**config.mk**
```make
export PLATFORM = sky130hd
export DESIGN_NAME = mem_arbiter
export DESIGN_NICKNAME = d
export VERILOG_FILES = /design/src/rtl/mem_arb_pkg.sv /design/src/rtl/mem_arb_req_reg.sv /design/src/rtl/mem_arbiter.sv
export SDC_FILE = /design/constraint.sdc
export NUM_CORES = 1
export LEC_CHECK = 0
export BUFFER_PORTS_ARGS = -buffer_cell sky130_fd_sc_hd__buf_2
export CORE_AREA = 5 5 233 235
export CTS_CLUSTER_DIAMETER = 40
export CTS_CLUSTER_SIZE = 24
export DETAILED_ROUTE_END_ITERATION = 6
export DIE_AREA = 0 0 238 240
export PLACE_DENSITY_LB_ADDON = 0.2
export SLEW_MARGIN = 20
export SYNTH_ARGS = -nofsm -noshare
export SYNTH_HDL_FRONTEND = slang
export SYNTH_SLANG_ARGS = --single-unit
```
**constraint.sdc**
```tcl
create_clock -name f_clk -period 2.2 [get_ports f_clk]
set_input_delay 0.22 -clock f_clk [delete_from_list [all_inputs] [get_ports f_clk]]
set_output_delay 0.22 -clock f_clk [all_outputs]
set_load 0.02 [all_outputs]
```
**src/rtl/mem_arb_pkg.sv**
```systemverilog
// Shared state encoding and requester identifiers for the memory arbiter.
package mem_arb_pkg;

  typedef enum logic [1:0] {
    IDLE   = 2'd0,
    BUSY_I = 2'd1,
    BUSY_D = 2'd2
  } arb_state_e;

  localparam logic REQ_ID_IMEM = 1'b0;
  localparam logic REQ_ID_DMEM = 1'b1;

  function automatic arb_state_e busyStateFor(input logic reqId);
    return (reqId == REQ_ID_DMEM) ? BUSY_D : BUSY_I;
  endfunction

endpackage

```
**src/rtl/mem_arb_req_reg.sv**
```systemverilog
// Holds the winning request's address and write controls for the whole downstream transaction.
module mem_arb_req_reg #(
  parameter int ADDR_W = 64,
  parameter int DATA_W = 64,
  parameter int STRB_W = 8
) (
  input  logic              clk_i,
  input  logic              rst_ni,
  input  logic              capture_i,
  input  logic [ADDR_W-1:0] addr_i,
  input  logic              wen_i,
  input  logic [STRB_W-1:0] strb_i,
  input  logic [DATA_W-1:0] wdata_i,
  output logic [ADDR_W-1:0] addr_o,
  output logic              wen_o,
  output logic [STRB_W-1:0] strb_o,
  output logic [DATA_W-1:0] wdata_o
);

  logic [ADDR_W-1:0] addr_q;
  logic              wen_q;
  logic [STRB_W-1:0] strb_q;
  logic [DATA_W-1:0] wdata_q;

  always_ff @(posedge clk_i or negedge rst_ni) begin
    if (!rst_ni) begin
      addr_q  <= '0;
      wen_q   <= 1'b0;
      strb_q  <= '0;
      wdata_q <= '0;
    end else if (capture_i) begin
      addr_q  <= addr_i;
      wen_q   <= wen_i;
      strb_q  <= strb_i;
      wdata_q <= wdata_i;
    end
  end

  assign addr_o  = addr_q;
  assign wen_o   = wen_q;
  assign strb_o  = strb_q;
  assign wdata_o = wdata_q;

endmodule

```
**src/rtl/mem_arbiter.sv**
```systemverilog
// Two-requester (imem/dmem) arbiter with one outstanding downstream transaction.
// Define MEM_ARB_RR_EN for round-robin tie-breaking; default is dmem priority with an imem starvation guard.
module mem_arbiter
  import mem_arb_pkg::*;
#(
  parameter int MEM_ADDR_W = 64,
  parameter int MEM_DATA_W = 64,
  parameter int MEM_STRB_W = 8,
  parameter int STARVE_LIM = 4
) (
  input  logic                  f_clk,
  input  logic                  g_resetn,
  input  logic                  imem_req,
  input  logic [MEM_ADDR_W-1:0] imem_addr,
  input  logic                  imem_wen,
  input  logic [MEM_STRB_W-1:0] imem_strb,
  input  logic [MEM_DATA_W-1:0] imem_wdata,
  output logic                  imem_gnt,
  output logic                  imem_err,
  output logic [MEM_DATA_W-1:0] imem_rdata,
  input  logic                  dmem_req,
  input  logic [MEM_ADDR_W-1:0] dmem_addr,
  input  logic                  dmem_wen,
  input  logic [MEM_STRB_W-1:0] dmem_strb,
  input  logic [MEM_DATA_W-1:0] dmem_wdata,
  output logic                  dmem_gnt,
  output logic                  dmem_err,
  output logic [MEM_DATA_W-1:0] dmem_rdata,
  output logic                  mem_req,
  output logic [MEM_ADDR_W-1:0] mem_addr,
  output logic                  mem_wen,
  output logic [MEM_STRB_W-1:0] mem_strb,
  output logic [MEM_DATA_W-1:0] mem_wdata,
  input  logic                  mem_gnt,
  input  logic                  mem_err,
  input  logic [MEM_DATA_W-1:0] mem_rdata
);

  arb_state_e            state_q, state_d;
  logic                  winnerId;
  logic                  capture;
  logic                  busy;
  logic [MEM_ADDR_W-1:0] selAddr, regAddr;
  logic                  selWen, regWen;
  logic [MEM_STRB_W-1:0] selStrb, regStrb;
  logic [MEM_DATA_W-1:0] selWdata, regWdata;

  always_comb begin
    if (winnerId == REQ_ID_DMEM) begin
      selAddr  = dmem_addr;
      selWen   = dmem_wen;
      selStrb  = dmem_strb;
      selWdata = dmem_wdata;
    end else begin
      selAddr  = imem_addr;
      selWen   = imem_wen;
      selStrb  = imem_strb;
      selWdata = imem_wdata;
    end
  end

  mem_arb_req_reg #(
    .ADDR_W (MEM_ADDR_W),
    .DATA_W (MEM_DATA_W),
    .STRB_W (MEM_STRB_W)
  ) uReqReg (
    .clk_i     (f_clk),
    .rst_ni    (g_resetn),
    .capture_i (capture),
    .addr_i    (selAddr),
    .wen_i     (selWen),
    .strb_i    (selStrb),
    .wdata_i   (selWdata),
    .addr_o    (regAddr),
    .wen_o     (regWen),
    .strb_o    (regStrb),
    .wdata_o   (regWdata)
  );

`ifdef MEM_ARB_RR_EN
  logic lastGnt_q, lastGnt_d;

  // On a tie the requester granted most recently yields.
  always_comb begin
    if (imem_req && dmem_req) begin
      winnerId = (lastGnt_q == REQ_ID_DMEM) ? REQ_ID_IMEM : REQ_ID_DMEM;
    end else begin
      winnerId = dmem_req ? REQ_ID_DMEM : REQ_ID_IMEM;
    end
  end

  always_comb begin
    lastGnt_d = lastGnt_q;
    if (imem_gnt) begin
      lastGnt_d = REQ_ID_IMEM;
    end else if (dmem_gnt) begin
      lastGnt_d = REQ_ID_DMEM;
    end
  end

  always_ff @(posedge f_clk or negedge g_resetn) begin
    if (!g_resetn) begin
      lastGnt_q <= REQ_ID_DMEM;
    end else begin
      lastGnt_q <= lastGnt_d;
    end
  end
`else
  localparam int              CNT_W      = $clog2(STARVE_LIM + 1);
  localparam logic [CNT_W-1:0] STARVE_MAX = CNT_W'(STARVE_LIM);

  logic [CNT_W-1:0] starveCnt_q, starveCnt_d;

  always_comb begin
    if (imem_req && dmem_req) begin
      winnerId = (starveCnt_q == STARVE_MAX) ? REQ_ID_IMEM : REQ_ID_DMEM;
    end else begin
      winnerId = dmem_req ? REQ_ID_DMEM : REQ_ID_IMEM;
    end
  end

  // Counts dmem grants that imem sat through; any gap in imem_req forgives the debt.
  always_comb begin
    starveCnt_d = starveCnt_q;
    if (!imem_req || imem_gnt) begin
      starveCnt_d = '0;
    end else if (dmem_gnt && (starveCnt_q != STARVE_MAX)) begin
      starveCnt_d = starveCnt_q + CNT_W'(1);
    end
  end

  always_ff @(posedge f_clk or negedge g_resetn) begin
    if (!g_resetn) begin
      starveCnt_q <= '0;
    end else begin
      starveCnt_q <= starveCnt_d;
    end
  end
`endif

  always_ff @(posedge f_clk or negedge g_resetn) begin
    if (!g_resetn) begin
      state_q <= IDLE;
    end else begin
      state_q <= state_d;
    end
  end

  // A requester that dropped its request mid-transaction sees no grant.
  always_comb begin
    state_d  = state_q;
    capture  = 1'b0;
    busy     = 1'b0;
    imem_gnt = 1'b0;
    dmem_gnt = 1'b0;
    case (state_q)
      IDLE: begin
        if (imem_req || dmem_req) begin
          capture = 1'b1;
          state_d = busyStateFor(winnerId);
        end
      end
      BUSY_I: begin
        busy = 1'b1;
        if (mem_gnt) begin
          imem_gnt = imem_req;
          state_d  = IDLE;
        end
      end
      BUSY_D: begin
        busy = 1'b1;
        if (mem_gnt) begin
          dmem_gnt = dmem_req;
          state_d  = IDLE;
        end
      end
      default: state_d = IDLE;
    endcase
  end

  assign mem_req    = busy;
  assign mem_addr   = busy ? regAddr : '0;
  assign mem_wen    = busy & regWen;
  assign mem_strb   = busy ? regStrb : '0;
  assign mem_wdata  = busy ? regWdata : '0;

  assign imem_err   = imem_gnt & mem_err;
  assign imem_rdata = imem_gnt ? mem_rdata : '0;
  assign dmem_err   = dmem_gnt & mem_err;
  assign dmem_rdata = dmem_gnt ? mem_rdata : '0;

endmodule
```
== Word level (Yosys, flattened, before mapping) ==
Index checks and enable logic that the tools add are counted.
Storage, ports and cells
  bits in registers: 142
  output and inout bits: 270
  word-level logic and storage cells: 50
Operators by class
  add/sub/neg operators: 1
  equal/unequal tests: 6
  multiplexer cells: 25
  bitwise gates (word level): 3
  reduce and logical (&&, ||, !) cells: 9
Operators by type and width (number)
  64-bit two-way mux: 6
  8-bit two-way mux: 2
  1-bit two-way mux: 11
  2-bit two-way mux: 3
  3-bit two-way mux: 2
  2-bit one-hot mux with 2 select lines: 1
  3-bit by 1-bit adder with 3-bit output (second input constant): 1
  1-bit AND: 3
  3-bit equality test (second input constant): 1
  3-bit inequality test (second input constant): 1
  2-bit by 1-bit equality test with 1-bit output (second input constant): 1
  2-bit equality test (second input constant): 1
  1-bit logical AND: 2
  2-bit logical NOT: 1
  1-bit logical OR: 2
  2-bit by 1-bit inequality test with 1-bit output (second input constant): 1
  2-bit inequality test (second input constant): 1
  2-bit AND reduction: 1
  2-bit nonzero test: 1
  2-bit OR reduction: 1
  1-bit logical NOT: 1

== Longest topological paths before layout ==
Gate-level depths: netlist (run 1).
  depth after elaboration: 6
  depth in mapped cells: 7

== Modules after synthesis ==
A second synthesis (run 1) with hierarchy kept.
Second synthesis, totals
  cells, all modules: 775
  area, all modules: 9565.4 sq um
By module, submodules not included
  mem_arb_req_reg: times used 1, cells each 289, area each 5165.0 sq um
  mem_arbiter: times used 1, cells each 486, area each 4400.5 sq um

== Worst setup path after synthesis (run 1) ==
No wires, ideal clock.
  path type: register to output
  start point: reg state_q[0]
  end point: out mem_addr[10]
  arrival time: 1564 ps
  data required time: 1980 ps
  slack: 416 ps
  stages on the path, launching flop included: 6
  buffers on the path: 2
  cell sequence: dfrtp_1 inv_1 ha_1 clkbuf_1 clkbuf_1 and2_1
Between the ends
  longest elaborated chain between the ends: 4
  elaborated cells on any way between the ends: 5
  those cells by class: eq/ne: 2; mux: 2; reduce/logical: 1
RTL lines
  start: declaration: RTL line mem_arbiter.sv:39  | arb_state_e state_q, state_d;
  start signal: assignment: RTL line mem_arbiter.sv:145  | state_q <= state_d;
  2-bit equality test or 2-bit by 1-bit equality test with 1-bit output (tied branches): RTL line mem_arbiter.sv:156  | case (state_q)
  2-bit OR reduction (no source line) (*)
  1-bit two-way mux (*): RTL line mem_arbiter.sv:156
  net mem_req: RTL line mem_arbiter.sv:29  | output logic mem_req,
  64-bit two-way mux (*): RTL line mem_arbiter.sv:182  | assign mem_addr = busy ? regAddr : '0;
  end: declaration: RTL line mem_arbiter.sv:30  | output logic [MEM_ADDR_W-1:0] mem_addr,
The timed path passes the listed nets; every way through them passes the cells marked *.

== Worst setup path after layout (run 1) ==
  start point: reg state_q[0]
  end point: out mem_addr[41]
Between the ends
  longest elaborated chain between the ends: 4
  elaborated cells on any way between the ends: 5
  those cells by class: eq/ne: 2; mux: 2; reduce/logical: 1
RTL lines (RTL line)
  2-bit equality test or 2-bit by 1-bit equality test with 1-bit output (tied branches): mem_arbiter.sv:156
  2-bit OR reduction (no source line) (*)
  1-bit two-way mux (*): mem_arbiter.sv:156
  64-bit two-way mux (*): mem_arbiter.sv:182
Mark *: on every way between the ends. The rest lies on a longest branch, timed or not.

==> results of run 1 <==
==> final cells by class <==
cell class,instances,area (um^2)
Antenna cell,6,15.0
Multi-Input combinational cell,569,4480
Timing Repair Buffer,937,7770
Tap cell,688,861
Clock inverter,12,124
Fill cell,5258,34700
Sequential cell,142,3550
Inverter,6,27.5
Clock buffer,20,467
==> placed cells by master (no fill, tap or decap), drive strengths merged, types with 5 or more instances in the layout <==
cell type,synthesis,final
inv,6,9
clkinv,0,7
a221o,137,137
clkbuf,28,31
dlygate4sd3,0,274
and2,405,405
dfrtp,142,142
buf,46,651
ha,5,5
diode,0,6
==> metrics by stage <==
stage | cell area, um^2 | hold slack, ns | instances
5_1_grt | 17300 | 0.0232 | 2380
3_5_place_dp | 11900 | 0.184 | 2030
3_3_place_gp | 11900 | 0.188 | 2030
6_report | 17300 | 0.0640 | 2380
2_1_floorplan | 8160 | -0.0756 | 791
4_1_cts | 16000 | 0.0114 | 2353
==> synthesized netlist by cell type (2+ instances only) <==
| master | instances | share of area, % |
|---|---|---|
| a221o_1 | 137 | 17 |
| a22o_1 | 2 | 0.21 |
| and2_0 | 137 | 11 |
| o21ai_0 | 2 | 0.12 |
| inv_1 | 5 | 0.23 |
| a21boi_0 | 3 | 0.28 |
| clkbuf_2 | 5 | 0.31 |
| dfrtp_1 | 142 | 44 |
| nand2_1 | 3 | 0.14 |
| buf_4 | 13 | 1.2 |
| buf_6 | 15 | 2.1 |
| and2_1 | 267 | 20 |
| ha_1 | 5 | 0.77 |
| buf_2 | 17 | 1.0 |
| nand3_1 | 3 | 0.18 |
| a21oi_2 | 2 | 0.21 |
| clkbuf_1 | 23 | 1.1 |
==> logic make-up after synthesis <==
kind of cell	Yosys count
and+or+nand+nor	415
AOI/OAI and AO/OA	149
buffers and inverters	80
DFF	142
adders and majority gates	5
==> worst min-delay path by stage <==
stage,startpoint,end,slack (ns)
floorplan,g_resetn,starveCnt_q[0]$_DFFE_PN0P_,-0.08
global placement,g_resetn,uReqReg.addr_o[40]$_DFFE_PN0P_,0.19
detailed placement,g_resetn,uReqReg.addr_o[40]$_DFFE_PN0P_,0.18
CTS,dmem_wdata[26],uReqReg.wdata_o[26]$_DFFE_PN0P_,0.01
global route,dmem_wdata[26],uReqReg.wdata_o[26]$_DFFE_PN0P_,0.02
finish,dmem_wdata[26],uReqReg.wdata_o[26]$_DFFE_PN0P_,0.06
==> sequential cells by signal, indices dropped and copies added (netlist names) <==
register,count
uReqReg.addr_o,64
uReqReg.wen_o,1
starveCnt_q,3
uReqReg.strb_o,8
state_q,2
uReqReg.wdata_o,64
==> critical path, cell delays in order (launching register included) <==
cell and delay, ns:
dfrtp_1 0.40, inv_2 0.11, ha_4 0.24, buf_4 0.15, buf_12 0.14, clkbuf_16 0.17, and2_1 0.14, buf_2 0.16
==> power groups by stage <==
stage                     clock (W)  sequential, W  combinational, W
final                       0.00302        0.00456            0.0131
after global routing        0.00324        0.00471            0.0139
after CTS                   0.00317        0.00452            0.0116
after detailed placement          0        0.00452           0.00911
after global placement            0        0.00451           0.00912
after floorplan                   0        0.00421           0.00611
==> per-layer routing <==
metal	wire length [um]	vias to the layer above
met2	26600	507
met4	2100	0
met3	3510	95
met1	18500	4891
li1	-	4548
met5	0	-
==> what timing repair did <==
item,4_1_cts,5_1_grt
hold endpoints to repair,177,0
cloned,9,12
pin swaps,1,38
gates resized for setup,145,341
setup endpoints to repair,262,176
hold buffers,274,0
buffers inserted,8,9
==> metrics, run 1 <==
Worst R2R End=uReqReg.addr_o[48]$_DFFE_PN0P_; worst hold-check path type=in -> reg; post-synthesis adder-cell area fraction=0.767%; met3 Usage GRT=4.37%; switch share=41.0%; asr flop ratio synth=100%; clock sinks=142; slew margin rel.=63.5%; endpoint class of the critical path=output port; Die X=238 um; clock-pin slew on the worst setup and hold paths=0.07 ns; final wirelength=50.7 mm; Remaining DRCs=0; Core ar.=52000 um^2; Internal=0.0122 W; layout cells sized above 1=49.0%; CTS max path bufs=2; worst slew pin tran=0.548 ns; GRT Overall Usage=16.1%; 1st-iter DRT viols=513; Synth Register Bits=142; unrepaired setup endpoints after global routing=true; Reg-to-Reg Start=starveCnt_q[0]$_DFFE_PN0P_; row count=84; synthesized net count=1140; Worst Path Max Fanout=8; Synth Instances=791; remaining antenna violation count after routing=0; sequential-to-total area share from yosys stat=43.6%; count of cell types in the netlist=27; Critical Path RT=1.98 ns; Peak supply drop=664 uV; number of global-route vias before repair=10900; max-cap viol count=0; combinational group share of total power=63.4%; post-route setup slack=-0.00413 ns; antenna violations before repair=15; post-synthesis xor/xnor area fraction=0%; Boundary Pins=614; PwrDens=1200 nW/um^2; crit start category=register; CTS Buf Count=17; fin crit share=100%; Die Span Y=240 um; Post-Synth Simple-Gate Area=31.8%; Post-Syn Area=8160 um^2; number of H-tree levels=4; Static Leak=8.32 nW; hold depth=2; final setup vio count=1; Clk Latency, worst-skew pair=0.47 ns; GRT overflow=0; root buf cell=clkbuf_16; Initial DRT Pass Iterations=5; M2 GR Usage=29.6%; detailed-route via count=10000; Vias/cell=4.22; GR peak layer=met2; Synth Area in Compound Gates=17.9%; worst clock skew=0.0117 ns; met1 GRT Util=17.5%; setup TNS=-0.00413 ns; Sw Pwr=0.00849 W; Reg2Reg Setup Slack=0.38 ns; largest family of logic cells by synthesized area=simple AND/OR/NAND/NOR gates; Fmax=0.454 GHz; CP endpoint=mem_addr[41]; Reg power frac=22.0%; die area=57100 um^2; Most used DFF post-synth=dfrtp_1; first-pass GRT wire length=69.1 mm; Pwr Total=0.0207 W; Hold Vio Cnt, Final=0; fin. max-slew vios=0; Final #Nets=2022; Clk pwr share=14.6%; Worst Reg2Reg Path Length in Cells=6; Crit Path Category=reg -> out; TritonCTS clock tree=built; Post-Syn Area per Cell=10.3 um^2; worst setup path start=state_q[0]$_DFFE_PN0P_; Final Util=33.3%; Initial Util=15.7%; mux contribution to synthesized area=0%; outcome=complete, but fails checks; Synth warnings=0; WL per Instance=21.3 um; Post-synth EDFFs=0; GPL Wtd Cong=0.931; Buffers on Ports=613; dpl ws=0.366 ns; largest net degree at the start of global routing=84; crit path time final=2.20 ns; Final HPWL DP=32.7 mm; Syn-to-layout area delta=112%; Worst EP arrival=1.98 ns; failing checks=negative setup slack
No activity file was read; power rests on OpenSTA's default activity.
==> run 2: changes to the inputs <==
CORE_AREA = 5 5 238 240   (was 5 5 233 235)
DIE_AREA = 0 0 243 245   (was 0 0 238 240)
clock period = 2.6 ns   (was 2.2 ns; I/O delays follow)
==> run 2 against run 1 <==
Against the previous run: hold slack worse by 0.0096 ns; critical path type is now reg -> reg; clock skew is essentially flat; power down 24%; routed wire length is 12% lower; flip-flop and latch count unchanged; largest cell class unchanged; core utilization shrank 5.5 points; the flow now finishes without violations.
==> metrics, run 2 (synthesis gave the netlist of run 1 again) <==
fin. max-slew vios=0 (unchanged); outcome=finished clean (was complete, but fails checks); worst setup path start=state_q[0]$_DFFE_PN0P_ (unchanged); endpoint class of the critical path=register (was output port); Vias/cell=4.07 (was 4.22); final setup vio count=0 (was 1); clock-pin slew on the worst setup and hold paths=0.06 ns (was 0.07 ns); TritonCTS clock tree=built (unchanged); clock sinks=142 (unchanged); setup TNS=0 ns (was -0.00413 ns); Pwr Total=0.0158 W (was 0.0207 W); Worst Path Max Fanout=39 (was 8); number of H-tree levels=4 (unchanged); commonest non-fill, non-tap cell in the layout=buf_2 (unchanged); commonest non-fill, non-tap cells in the layout=buf_2 (612), and2_1 (267), dlygate4sd3_1 (238) (was buf_2 (402), dlygate4sd3_1 (274), and2_1 (147)); slowest CP cell=dlygate4sd3_1 (was dfrtp_1); detailed-route via count=9523 (was 10000); Final Util=27.8% (was 33.3%); Die X=243 um (was 238 um); Critical Path RT=2.99 ns (was 1.98 ns); first-pass GRT wire length=65.1 mm (was 69.1 mm); Core ar.=54400 um^2 (was 52000 um^2); WL per Instance=19.1 um (was 21.3 um); worst hold-check path type=in -> reg (unchanged); GRT Overall Usage=14.3% (was 16.1%); critical-path cell list=inv_1 -> ha_4 -> nand2_1 -> a21oi_4 -> buf_12 -> buf_4 -> a221o_1 -> dlygate4sd3_1 (was inv_2 -> ha_4 -> buf_4 -> buf_12 -> clkbuf_16 -> and2_1 -> buf_2); GPL Wtd Cong=0.885 (was 0.931); fin crit share=94.6%; Initial Util=15.0% (was 15.7%); Peak supply drop=477 uV (was 664 uV); largest net degree at the start of global routing=77 (was 84); Initial DRT Pass Iterations=4 (was 5); remaining antenna violation count after routing=0 (unchanged); PwrDens=1050 nW/um^2 (was 1200 nW/um^2); crit path time final=2.46 ns; Syn-to-layout area delta=85.3% (was 112%); Buffers on Ports=613 (unchanged); beginning of the worst hold path=imem_wdata[28] (was dmem_wdata[26]); Clk Latency, worst-skew pair=0.47 ns (about the same); Fmax=0.407 GHz; row count=86 (was 84); die area=59500 um^2 (was 57100 um^2); max-cap viol count=0 (unchanged); Reg-to-Reg Start=state_q[0]$_DFFE_PN0P_ (was starveCnt_q[0]$_DFFE_PN0P_); final wirelength=44.7 mm (was 50.7 mm); GRT overflow=0 (unchanged); Die Span Y=245 um (was 240 um); Final HPWL DP=33.3 mm (was 32.7 mm); Remaining DRCs=0 (unchanged); layout cells sized above 1=41.8% (was 49.0%); antenna violations before repair=17 (was 15); Static Leak=7.71 nW (was 8.32 nW); Crit Path Category=reg -> reg (was reg -> out); design area=15100 um^2 (was 17300 um^2); Hold Vio Cnt, Final=0 (unchanged); Boundary Pins=614 (unchanged); unrepaired setup endpoints after global routing=false (was true); slew margin rel.=46.8% (was 63.5%); number of global-route vias before repair=10500 (was 10900); 1st-iter DRT viols=270 (was 513); root buf cell=clkbuf_16 (unchanged); Worst EP arrival=2.85 ns (was 1.98 ns); Placed Area=12100 um^2 (was 11900 um^2); post-route setup slack=0.141 ns (was -0.00413 ns); dpl ws=0.495 ns (was 0.366 ns); CTS max path bufs=2 (unchanged); worst slew pin tran=0.797 ns (was 0.548 ns); worst clock skew=0.0121 ns (was 0.0117 ns); CTS Buf Count=17 (unchanged); Critical Path Max Stage Delay=0.56 ns (was 0.40 ns); Final #Nets=1965 (was 2022); crit start category=register (unchanged)
## run 2: final timing paths
path,endpoint,slack (ns),cells after the start
max reg2reg,uReqReg.addr_o[56]$_DFFE_PN0P_,0.14,8
max in group asynchronous,uReqReg.wdata_o[17]$_DFFE_PN0P_,1.79,3
min in group asynchronous,uReqReg.addr_o[45]$_DFFE_PN0P_,0.34,3
min reg2reg,state_q[0]$_DFFE_PN0P_,0.55,1
max,uReqReg.addr_o[56]$_DFFE_PN0P_,0.14,8
min,uReqReg.wdata_o[28]$_DFFE_PN0P_,0.05,2
## run 2: stage by stage
| step | hold slack [ns] | cells |
|---|---|---|
| 2_1_floorplan | -0.0356 | 791 |
| 3_3_place_gp | 0.300 | 2058 |
| 3_5_place_dp | 0.287 | 2058 |
| 4_1_cts | 0.000109 | 2327 |
| 5_1_grt | 0.0206 | 2338 |
| 6_report | 0.0544 | 2340 |
## run 2: worst max-delay path, delay by kind of cell (launching register included)
kind	cells	cell delay, ns
compound gates	2	0.34
fa+ha+maj	1	0.23
buf+inv	4	1.30
flops	1	0.40
simple gates	1	0.10
## run 2: layout make-up
cell class	instances	area (um^2)
antenna	8	20.0
clock buffer	19	453
clock inverter	12	135
fill	5833	39300
inverter	6	22.5
multi-input combinational	570	4160
sequential	142	3550
tap	704	881
timing repair buffer	879	5890
## run 2: layer usage
| layer | GRT usage (%) | part of all wire [%] | up-vias |
|---|---|---|---|
| met5 | 0 | 0.047 | - |
| met4 | 7.03 | 4.4 | 4 |
| met3 | 4.33 | 6.6 | 79 |
| met2 | 25.7 | 52 | 451 |
| met1 | 15.4 | 37 | 4567 |
| li1 | - | - | 4422 |
## run 2: power breakdown
group / internal [W] / leakage, nW / switching, W
registers: 0.00326 / 1.75 / 0.000538
clock network: 0.00146 / 0.290 / 0.00107
logic: 0.00460 / 5.67 / 0.00490
## run 2: timing repair
| action | 4_1_cts | 5_1_grt |
|---|---|---|
| hold endpoints to repair | 272 | 0 |
| setup endpoints to repair | 0 | 50 |
| hold buffers | 238 | 0 |
| resized for setup | 0 | 0 |
| buffers inserted | 0 | 4 |
==> run 3: changes to the inputs <==
CTS_BUF_LIST = sky130_fd_sc_hd__clkbuf_16   (was default)
==> run 3 against run 2 <==
Against the previous run: final cell count about the same; routed wire length about the same; via count decreased by 0.14%; final area decreased by 0.18%; hold slack about the same; clock power decreased by 2%; global-route usage about the same; largest cell class unchanged; register-to-register slack got worse by 0.02 ns; critical endpoint is now uReqReg.wdata_o[10]$_DFFE_PN0P_.
==> metrics, run 3 (synthesis gave the netlist of run 1 again) <==
Post-CTS Resized=0 (unchanged); GRT overflow=0 (unchanged); Fmax=0.403 GHz (was 0.407 GHz); PwrDens=1040 nW/um^2 (was 1050 nW/um^2); Boundary Pins=614 (unchanged); critical-path cell list=inv_1 -> ha_4 -> o21ai_4 -> buf_12 -> and2_0 -> a221o_1 -> dlygate4sd3_1 (was inv_1 -> ha_4 -> nand2_1 -> a21oi_4 -> buf_12 -> buf_4 -> a221o_1 -> dlygate4sd3_1); Worst Reg2Reg Path Length in Cells=7 (was 8); first-pass GRT wire length=65.1 mm (unchanged); Static Leak=7.69 nW (was 7.71 nW); final setup vio count=0 (unchanged); Critical Path RT=2.94 ns (was 2.99 ns); GRT Overall Usage=14.3% (about the same); Worst EP arrival=2.82 ns (was 2.85 ns); Worst Path Buf+Inv=3 (was 4); Peak supply drop=477 uV (about the same); Initial Util=15.0% (unchanged); CTS Buf Count=17 (unchanged); commonest non-fill, non-tap cells in the layout=buf_2 (612), and2_1 (267), dlygate4sd3_1 (238) (unchanged); Core ar.=54400 um^2 (unchanged); Initial DRT Pass Iterations=4 (unchanged); unrepaired setup endpoints after global routing=false (unchanged); Finished Layout Cells=2339 (was 2340); die area=59500 um^2 (unchanged); fin. max-slew vios=0 (unchanged); final wirelength=44.7 mm (about the same); CP endpoint=uReqReg.wdata_o[10]$_DFFE_PN0P_ (was uReqReg.addr_o[56]$_DFFE_PN0P_); clock-pin slew on the worst setup and hold paths=0.06 ns (about the same); slowest CP cell=dlygate4sd3_1 (unchanged); setup TNS=0 ns (unchanged); number of H-tree levels=4 (unchanged); Crit Path Category=reg -> reg (unchanged); TritonCTS clock tree=built (unchanged); layout cells sized above 1=41.6% (was 41.8%); CTS max path bufs=2 (unchanged); Critical Path Max Stage Delay=0.56 ns (about the same); number of global-route vias before repair=10500 (about the same); crit path time final=2.48 ns (was 2.46 ns); Hold Vio Cnt, Final=0 (unchanged); fin crit share=95.4% (was 94.6%); Syn-to-layout area delta=85.0% (was 85.3%); Final #Nets=1964 (was 1965); worst hold-check path type=in -> reg (unchanged); Clk Latency, worst-skew pair=0.47 ns (about the same); row count=86 (unchanged); Reg-to-Reg Start=state_q[0]$_DFFE_PN0P_ (unchanged); root buf cell=clkbuf_16 (unchanged); outcome=finished clean (unchanged); max-cap viol count=0 (unchanged); Remaining DRCs=0 (unchanged); slew margin rel.=45.2% (was 46.8%); 1st-iter DRT viols=273 (was 270); detailed-route via count=9510 (was 9523); family with the most delay on the worst path=buffers and inverters (unchanged); commonest non-fill, non-tap cell in the layout=buf_2 (unchanged); worst slew pin tran=0.821 ns (was 0.797 ns); Die X=243 um (unchanged); Final HPWL DP=33.3 mm (unchanged); worst setup path start=state_q[0]$_DFFE_PN0P_ (unchanged); GPL Wtd Cong=0.885 (unchanged); Worst R2R End=uReqReg.wdata_o[10]$_DFFE_PN0P_ (was uReqReg.addr_o[56]$_DFFE_PN0P_); Vias/cell=4.07 (about the same); WL per Instance=19.1 um (about the same); Reg2Reg Setup Slack=0.12 ns (was 0.14 ns); endpoint class of the critical path=register (unchanged); Crit. path cell count=7 (was 8); antenna violations before repair=17 (unchanged); remaining antenna violation count after routing=0 (unchanged); crit start category=register (unchanged); Buffers on Ports=613 (unchanged); post-placement cell count=2058 (unchanged); Die Span Y=245 um (unchanged); clock sinks=142 (unchanged); worst clock skew=0.0110 ns (was 0.0121 ns); largest net degree at the start of global routing=77 (unchanged); Worst Path Max Fanout=74 (was 39)
==> run 3: layout make-up <==
cell class	count	area, um^2
inverters	6	22.5
fillers	5843	39400
multi-input cells	570	4160
flip-flops and latches	142	3550
well taps	704	881
clock inverters	14	143
diodes	8	20.0
repair buffers	878	5880
clock buffers	17	425
==> run 3: worst register-to-register path, stage by stage, from the launching register on <==
cell and delay (ns):
dfrtp_1 0.40, inv_1 0.13, ha_4 0.24, o21ai_4 0.19
buf_12 0.25, and2_0 0.34, a221o_1 0.25, dlygate4sd3_1 0.56
==> run 3: how the worst min path moves through the flow <==
stage	start	to	cells after the start
4_1_cts	dmem_wdata[32]	uReqReg.wdata_o[32]$_DFFE_PN0P_	2
5_1_grt	imem_addr[37]	uReqReg.addr_o[37]$_DFFE_PN0P_	2
2_1_floorplan	g_resetn	starveCnt_q[0]$_DFFE_PN0P_	0
3_3_place_gp	g_resetn	uReqReg.addr_o[22]$_DFFE_PN0P_	2
6_report	imem_wdata[28]	uReqReg.wdata_o[28]$_DFFE_PN0P_	2
3_5_place_dp	g_resetn	uReqReg.addr_o[22]$_DFFE_PN0P_	2
==> run 3: per-stage QoR <==
step                total power (W)  instance area [um^2]  util [%]  setup WS, ns  hold WS (ns)
detailed placement           0.0119                 12100      22.2         0.495         0.287
finish                       0.0158                 15100      27.7         0.119        0.0547
floorplan                   0.00873                  8160         -         0.776       -0.0356
global route                 0.0169                 15100      27.7        0.0155        0.0206
global placement             0.0119                 12100      22.2         0.536         0.300
CTS                          0.0159                 15000      27.6        0.0563      0.000109
==> run 3: where the power goes <==
part           total [W]  switching [W]  internal (W)
registers        0.00379       0.000533       0.00326
logic            0.00948        0.00489       0.00459
clock network    0.00248        0.00107       0.00140
total             0.0158        0.00650       0.00926
==> run 3: layer usage <==
metal | share of wire (%) | global-route usage [%]
met3 | 6.6 | 4.33
met4 | 4.2 | 7.04
met5 | 0.060 | 0
met1 | 37 | 15.4
met2 | 52 | 25.7
==> run 3: repair_timing <==
action	CTS	global route
hold buffers	238	0
endpoints found under the hold margin	272	0
endpoints found under the setup margin	0	50
setup buffers	0	3
